### src/rtl/serializador.sv
// Parallel-to-serial transmitter.
// Accepts an N-bit word over a valid/ready handshake and shifts it out LSB
// first, one bit every DIV clocks. When requested, an N-bit sync pattern is
// sent ahead of the word. A new frame can follow the last bit of the previous
// one with no idle gap.
module serializador #(
  parameter int N      = 4,
  parameter int logN   = 2,
  parameter int DIV    = 1,
  parameter int logDIV = 1
) (
  input  logic         clk,
  input  logic         rst_n,
  input  logic [N-1:0] dato_par,
  input  logic         dato_valido,
  output logic         listo,
  input  logic [N-1:0] patron_sync,
  input  logic         sync_en,
  output logic         salida_serie,
  output logic         bit_valido,
  output logic         inicio_trama,
  output logic         ocupado
);

  typedef enum logic [1:0] {
    IDLE  = 2'd0,
    SYNC  = 2'd1,
    DATOS = 2'd2
  } state_t;

  localparam logic [logN-1:0]   BitLast = logN'(N - 1);
  localparam logic [logDIV-1:0] DivLast = logDIV'(DIV - 1);

  state_t              state_q;
  logic [N-1:0]        dataSr_q;
  logic [N-1:0]        syncSr_q;
  logic [logN-1:0]     bitCnt_q;
  logic [logDIV-1:0]   divCnt_q;
  logic                syncEn_q;

  logic divWrap;
  logic lastBit;
  logic accept;

  assign divWrap = (divCnt_q == DivLast);
  assign lastBit = (bitCnt_q == BitLast);

  // Ready is asserted while idle, and also in the very last clock of the data
  // phase so the next word can be loaded without a gap cycle.
  assign listo  = (state_q == IDLE) || ((state_q == DATOS) && lastBit && divWrap);
  assign accept = dato_valido && listo;

  assign ocupado      = (state_q != IDLE);
  assign bit_valido   = (state_q != IDLE) && (divCnt_q == '0);
  assign inicio_trama = (bitCnt_q == '0) &&
                        ((state_q == SYNC) || ((state_q == DATOS) && !syncEn_q));
  assign salida_serie = (state_q == SYNC)  ? syncSr_q[0] :
                        (state_q == DATOS) ? dataSr_q[0] : 1'b0;

  // Frame sequencer: captures a word on accept, paces bits with the divider
  // and walks IDLE -> (SYNC) -> DATOS -> IDLE, chaining frames back to back.
  always_ff @(posedge clk or negedge rst_n) begin
    if (!rst_n) begin
      state_q  <= IDLE;
      dataSr_q <= '0;
      syncSr_q <= '0;
      bitCnt_q <= '0;
      divCnt_q <= '0;
      syncEn_q <= 1'b0;
    end else begin
      case (state_q)
        IDLE: begin
          if (accept) begin
            dataSr_q <= dato_par;
            syncEn_q <= sync_en;
            if (sync_en) begin
              syncSr_q <= patron_sync;
            end
            state_q  <= sync_en ? SYNC : DATOS;
            bitCnt_q <= '0;
            divCnt_q <= '0;
          end
        end
        SYNC: begin
          if (divWrap) begin
            divCnt_q <= '0;
            syncSr_q <= syncSr_q >> 1;
            if (lastBit) begin
              state_q  <= DATOS;
              bitCnt_q <= '0;
            end else begin
              bitCnt_q <= bitCnt_q + logN'(1);
            end
          end else begin
            divCnt_q <= divCnt_q + logDIV'(1);
          end
        end
        DATOS: begin
          if (divWrap) begin
            divCnt_q <= '0;
            if (lastBit) begin
              bitCnt_q <= '0;
              if (accept) begin
                dataSr_q <= dato_par;
                syncEn_q <= sync_en;
                if (sync_en) begin
                  syncSr_q <= patron_sync;
                end
                state_q <= sync_en ? SYNC : DATOS;
              end else begin
                dataSr_q <= dataSr_q >> 1;
                state_q  <= IDLE;
              end
            end else begin
              dataSr_q <= dataSr_q >> 1;
              bitCnt_q <= bitCnt_q + logN'(1);
            end
          end else begin
            divCnt_q <= divCnt_q + logDIV'(1);
          end
        end
        default: begin
          state_q  <= IDLE;
          bitCnt_q <= '0;
          divCnt_q <= '0;
        end
      endcase
    end
  end

endmodule

### config.mk
export PLATFORM = sky130hd
export DESIGN_NAME = serializador
export DESIGN_NICKNAME = d
export VERILOG_FILES = /design/src/rtl/serializador.sv
export SDC_FILE = /design/constraint.sdc
export NUM_CORES = 1
export LEC_CHECK = 0
export BUFFER_PORTS_ARGS = -buffer_cell sky130_fd_sc_hd__buf_2
export CAP_MARGIN = 20
export CORE_MARGIN = 4
export CORE_UTILIZATION = 52
export DETAILED_ROUTE_END_ITERATION = 16
export PLACE_DENSITY = 0.87
export SLEW_MARGIN = 5
export SYNTH_ARGS = -nofsm -noshare
export SYNTH_HDL_FRONTEND = slang
export SYNTH_SLANG_ARGS = --single-unit
### constraint.sdc
create_clock -name clk -period 2.3 [get_ports clk]
set_clock_uncertainty 0.05 [all_clocks]
set_input_delay 0.115 -clock clk [delete_from_list [all_inputs] [get_ports clk]]
set_output_delay 0.115 -clock clk [all_outputs]
set_load 0.05 [all_outputs]
Word level (Yosys, flattened, before mapping)

Cells that the tools add are included.

Output and inout bits: 5
Word-level logic and storage cells: 70
Input bits: 12
Flip-flop bits (word level): 14

Mux-type cells: 32
Bitwise gates (word level): 1
Reduce and logical (&&, ||, !) cells: 20
Add/sub/neg operators: 2
Equality and inequality tests: 9

Operators with widths:

| kind                                                            | count |
|---|---|
| 4-bit two-way mux                                               | 9 |
| 2-bit two-way mux                                               | 10 |
| 2-bit inequality test, second input constant                    | 6 |
| 4-bit one-hot mux with 3 select lines                           | 1 |
| 4-bit one-hot mux with 2 select lines                           | 1 |
| 1-bit two-way mux                                               | 7 |
| 1-bit logical AND                                               | 6 |
| 2-bit one-hot mux with 3 select lines                           | 1 |
| 3-bit AND reduction                                             | 2 |
| 5-bit AND reduction                                             | 1 |
| 2-bit == test, second input constant                            | 2 |
| 2-bit zero test                                                 | 2 |
| 1-bit one-hot mux with 2 select lines                           | 2 |
| 2-bit one-hot mux with 2 select lines                           | 1 |
| 4-bit AND reduction                                             | 1 |
| 2-bit nonzero test                                              | 2 |
| 3-bit nonzero test                                              | 1 |
| 2-bit by 1-bit adder with 2-bit output, second input constant   | 1 |
| 2-bit by 1-bit == test with 1-bit output, second input constant | 1 |
| 1-bit logical OR                                                | 2 |
| 2-bit AND reduction                                             | 1 |
| 2-bit OR reduction                                              | 1 |
| 1-bit adder, second input constant                              | 1 |
| 1-bit zero test                                                 | 1 |
| 1-bit inverter                                                  | 1 |

Logic depth before layout (Yosys ltp)

Depth in word-level cells: 9
Gate-level depth with buffers: 7

Worst setup path after synthesis

OpenSTA, ideal clock, no wires.

Kind: reg2out
Start: register state_q[1]
End: output port salida_serie
Path buffers: 1
Stages on the path, launching flop included: 5
Path slack: 0.187 ns
Data required time: 2.135 ns
Data arrival time: 1.948 ns
Cell sequence: dfrtp_1 -> inv_1 -> ha_1 -> clkbuf_1 -> o21ai_0

Cells in the longest elaborated chain, start to end: 3
Elaborated cells on any way between the ends: 4

Ends and longest elaborated chain:

| element                  | RTL line | text |
|---|---|---|
| start: declaration       | 34       | `state_t state_q;` |
| start signal: assignment | 79       | `state_q <= sync_en ? SYNC : DATOS;` |
| start signal: assignment | 109      | `state_q <= sync_en ? SYNC : DATOS;` |
| 2-bit == test            | 58       | `(state_q == DATOS) ? dataSr_q[0] : 1'b0;` |
| 1-bit two-way mux        | 58       |  |
| 1-bit two-way mux (*)    | 57       | `assign salida_serie = (state_q == SYNC) ? syncSr_q[0] :` |
| end: declaration         | 19       | `output logic salida_serie,` |

Every way passes the cells marked *; elsewhere a longest branch is shown, timed or not.

Worst setup path in the final report

Start: register state_q[1]
End: register syncSr_q[1]

Cells in the longest elaborated chain, start to end: 9
Elaborated cells on any way between the ends: 16

Ends and longest elaborated chain:

| element                               | RTL line | text |
|---|---|---|
| 2-bit == test                         | 50, 71   |  |
| 1-bit logical AND (2 in series)       | 50       | `assign listo = (state_q == IDLE) \|\| ((state_q == DATOS) && lastBit && divWrap);` |
| 1-bit logical OR                      | 50       |  |
| 1-bit logical AND                     | 51       | `assign accept = dato_valido && listo;` |
| 4-bit two-way mux (3 in series)       | -        |  |
| 4-bit one-hot mux with 3 select lines | 71       | `case (state_q)` |
| end signal: assignment                | 77       | `syncSr_q <= patron_sync;` |
| end signal: assignment                | 87       | `syncSr_q <= syncSr_q >> 1;` |
| end signal: assignment                | 107      | `syncSr_q <= patron_sync;` |
| end: declaration                      | 36       | `logic [N-1:0] syncSr_q;` |

Parallel ways exist; a longest one is shown, timed or not. The select of a mux whose other input is x is not followed.
A chain may end at the register's enable or synchronous reset.

==> summary by stage <==
Status
The run finished with clean final reports.

Global route
The number of global-route vias before repair is 607. The maximum number of pins on one net before global-route repair is 14. For this run the aggregate overflow at the end of global routing stands at 0. The global-route wire length before repair is 2560 um. Global routing used 16.3% of the available tracks.

The number of antenna violations at the first check in global routing came to 0.

Timing
Setup repair after global routing left no endpoint under its margin. Static timing analysis puts the maximum clock frequency at 0.534 GHz. The number of slew-limit violations in the final report is 0. The final critical path takes up 81.4% of the cycle.

For the pin with the worst max-slew slack, the measured transition is 0.438 ns. The final critical-path setup slack is 0.428 ns. The remaining max-slew budget at the tightest pin is 70.8%.

The final-layout worst hold slack is 0.0219 ns. The clock period could shrink to 1.87 ns. Setup total negative slack on the finished layout was measured at 0 ns. Setup violations remaining at the end of the flow were counted as 0. The number of hold violations in the final report came to 0.

Finish
The fill cell instance count of the final layout is 115. From synthesis to final layout, the design area changed by 14.8%. The share of the core filled with cells in the final layout is 67.4%. The total number of nets in the final design is 124.

Of the cells placed in the final design, the portion with a size suffix greater than 1 is 28.6%. The repair_antennas step left the layout with diodes totalling 0.

Synthesis
The commonest register cell after synthesis is dfrtp_1. The synthesized design contains 0 enable-type register cells. The largest total area in the synthesized netlist belongs to dfrtp_1. For this run, asynchronously set or reset flops after synthesis account for 100%.

After synthesis, flip-flops and latches occupy 40.1% of the total area. The synthesized instance count is 86. The average footprint of a synthesized cell is 9.44 um^2.

After synthesis, the cell types taking the most area are dfrtp_1 40%, ha_1 9.2%, nor2_1 5.1%. The number of warnings issued by yosys is 0. When the netlist entered floorplanning its net count stood at 104. The count of different cell masters after synthesis is 31. The fraction of synthesized cell area taken by the top area cell type is 40.1%. In this run the cell area of the synthesized design comes to 812 um^2. The synthesized design contains 13 register bits.

Clock tree
Clock-pin slew was measured on the worst setup and hold paths at 0.08 ns. TritonCTS built the clock tree. The deepest clock path buffer count is 2. At the later pin of the worst-skew pair, clock insertion delay measures 0.27 ns. The root buffer cell is clkbuf_4. CTS built an H-tree with a depth of 1. The number of buffers created by CTS is 3. The total number of clock tree sinks is 13.

Worst setup path
The endpoint required time on the critical path is 2.42 ns. STA classifies the critical path endpoint as a flop. In this design, the stage delay of the slowest critical-path cell is 0.43 ns. The critical path in this run is classified as reg -> reg. The combined buffer and inverter count along the critical path is 2. In this design, the largest share of critical-path delay is due to adder cells. The most numerous cell type found on the critical path is a21oi_1. The critical path's slowest cell is ha_1. The data arrival time at the worst-slack endpoint is 1.99 ns. The critical-path maximum fanout is 13. The launching element type of the critical path is a flop.

Walking the worst path, the cells encountered are inv_1, ha_1, a21oi_1, nor3_2, buf_4, a21oi_1, o221a_2.

Pwr
Summed over all cells, the static leakage comes to 0.000445 uW. The total power after layout is 1420 uW. The maximum resistive drop on vdd is 0.00108 V. The ratio of total power to cell area is 1530 nW/um^2.

Floorplanning
The number of top-level pins is 17. The initial core utilization is 58.7%. The floorplan step set the die height to 47.5 um. The core region is 1380 um^2. The count of standard-cell rows is 13. The die is 47.5 um wide. The die outline area is 2260 um^2.

Routing
The detailed router placed 647 vias in this run. The remaining design rule violation count is 0. The number of DRC violations after detailed-routing iteration 0 is 24. The detailed-route vias per instance is 5.39. The final wirelength is 1580 um. The routed length per placed instance is 13.2 um. For this run, the detailed router's first-pass iteration total came to 4. The residual antenna-violating net count after detailed routing is 0.

Flow run
Max-cap violations in this run came to 0.

Placed design
Buffers placed on the I/O ports in this run total 16. Summed over all nets, the half-perimeter wirelength after detailed placement is 1180 um. The worst setup slack after placement is 0.443 ns. Routability-driven placement finished with a final weighted congestion of 0.832.

Hold path
The worst min-delay path category is in -> reg.
==> per-layer routing <==
layer,up-vias,routed length [um],global-route usage [%]
met4,0,20,4.42
met5,-,0,0
met2,16,738,26.7
met3,2,95,5.64
li1,338,-,-
met1,291,726,20.3
==> report_power, final <==
| part | switching, uW | internal, uW |
|---|---|---|
| Clock | 70.5 | 67.2 |
| Sequential | 70.5 | 341 |
| Combinational | 551 | 324 |
| Total | 692 | 732 |
==> through the flow <==
| stage | instance area [um^2] | cells |
|---|---|---|
| final | 932 | 120 |
| after global routing | 932 | 120 |
| after CTS | 932 | 120 |
| after detailed placement | 896 | 115 |
| after global placement | 896 | 115 |
| after floorplan | 812 | 86 |
==> worst reg2reg max path, stage by stage, from the launching register on <==
cell,delay (ns)
dfrtp_1,0.42
inv_1,0.10
ha_1,0.43
a21oi_1,0.10
nor3_2,0.16
buf_4,0.19
a21oi_1,0.08
o221a_2,0.24
==> kinds of logic after synthesis <==
family                   synth area share [%]
AND/OR/NAND/NOR                          16.3
AO/OA/AOI/OAI                            20.6
flip-flops                               40.1
buffers and inverters                    6.47
adder cells (fa/ha/maj)                  9.24
multiplexers                             7.24
==> sequential cells by signal (all words and copies together) (netlist names) <==
name and cells:
bitCnt_q 2, dataSr_q 4, state_q 2, syncEn_q 1
syncSr_q 4
==> cell usage in the layout (no fill, tap or decap) <==
cell and instances:
buf_4 1, inv_1 7, inv_2 1, mux2i_1 3
o221a_2 1, nand2b_1 1, nand2_1 7, ha_1 6
nor2_2 1, a21boi_2 1, a21oi_2 3, a22o_1 1
nor2_1 11, o31ai_1 1, clkbuf_1 1, a21oi_1 2
dfrtp_1 13, o41ai_1 1, a31oi_1 2, mux2_4 1
o21a_1 1, o21ai_1 1, buf_2 16, nand3_1 3
o221a_1 2, nor2b_1 2, nand3b_1 2, o22ai_1 1
clkbuf_4 3, mux2i_2 1, o21ai_0 6, nor3_2 1
dlygate4sd3_1 1
==> path summary, 6_finish.rpt <==
kind | to | startpoint | cells past startpoint | slack [ns]
worst max register to register | syncSr_q[1] | state_q[1] | 7 | 0.43
worst min register to register | dataSr_q[1] | dataSr_q[1] | 2 | 0.45
worst min-delay path | dataSr_q[3] | dato_par[3] | 2 | 0.02
max in group asynchronous | dataSr_q[0] | rst_n | 2 | 1.77
worst max-delay path | syncSr_q[1] | state_q[1] | 7 | 0.43
min in group asynchronous | dataSr_q[3] | rst_n | 2 | 0.20
==> area by class of cell <==
| type | count | area [um^2] | area share [%] |
|---|---|---|---|
| flip-flops and latches | 13 | 325 | 34.9 |
| well taps | 15 | 18.8 | 2.01 |
| multi-input cells | 62 | 434 | 46.6 |
| clock buffers | 4 | 26.3 | 2.82 |
| inverters | 8 | 30.0 | 3.22 |
| repair buffers | 18 | 97.6 | 10.5 |
==> synth_stat cells (2+ instances only) <==
library cell,instances
nor2b_1,2
o221a_1,2
o21ai_0,6
ha_1,6
nand2_1,7
a21oi_2,3
dfrtp_1,13
nand3b_1,2
a21oi_1,2
nand3_1,3
mux2i_1,3
nor2_1,11
inv_1,7
a31oi_1,2
==> timing repair <==
action                                 4_1_cts  5_1_grt
hold buffers                                 1        0
setup buffers                                0        0
endpoints found under the hold margin       13        0
resized for setup                            0        0
Note: power is estimated with default switching activity, not from simulation.
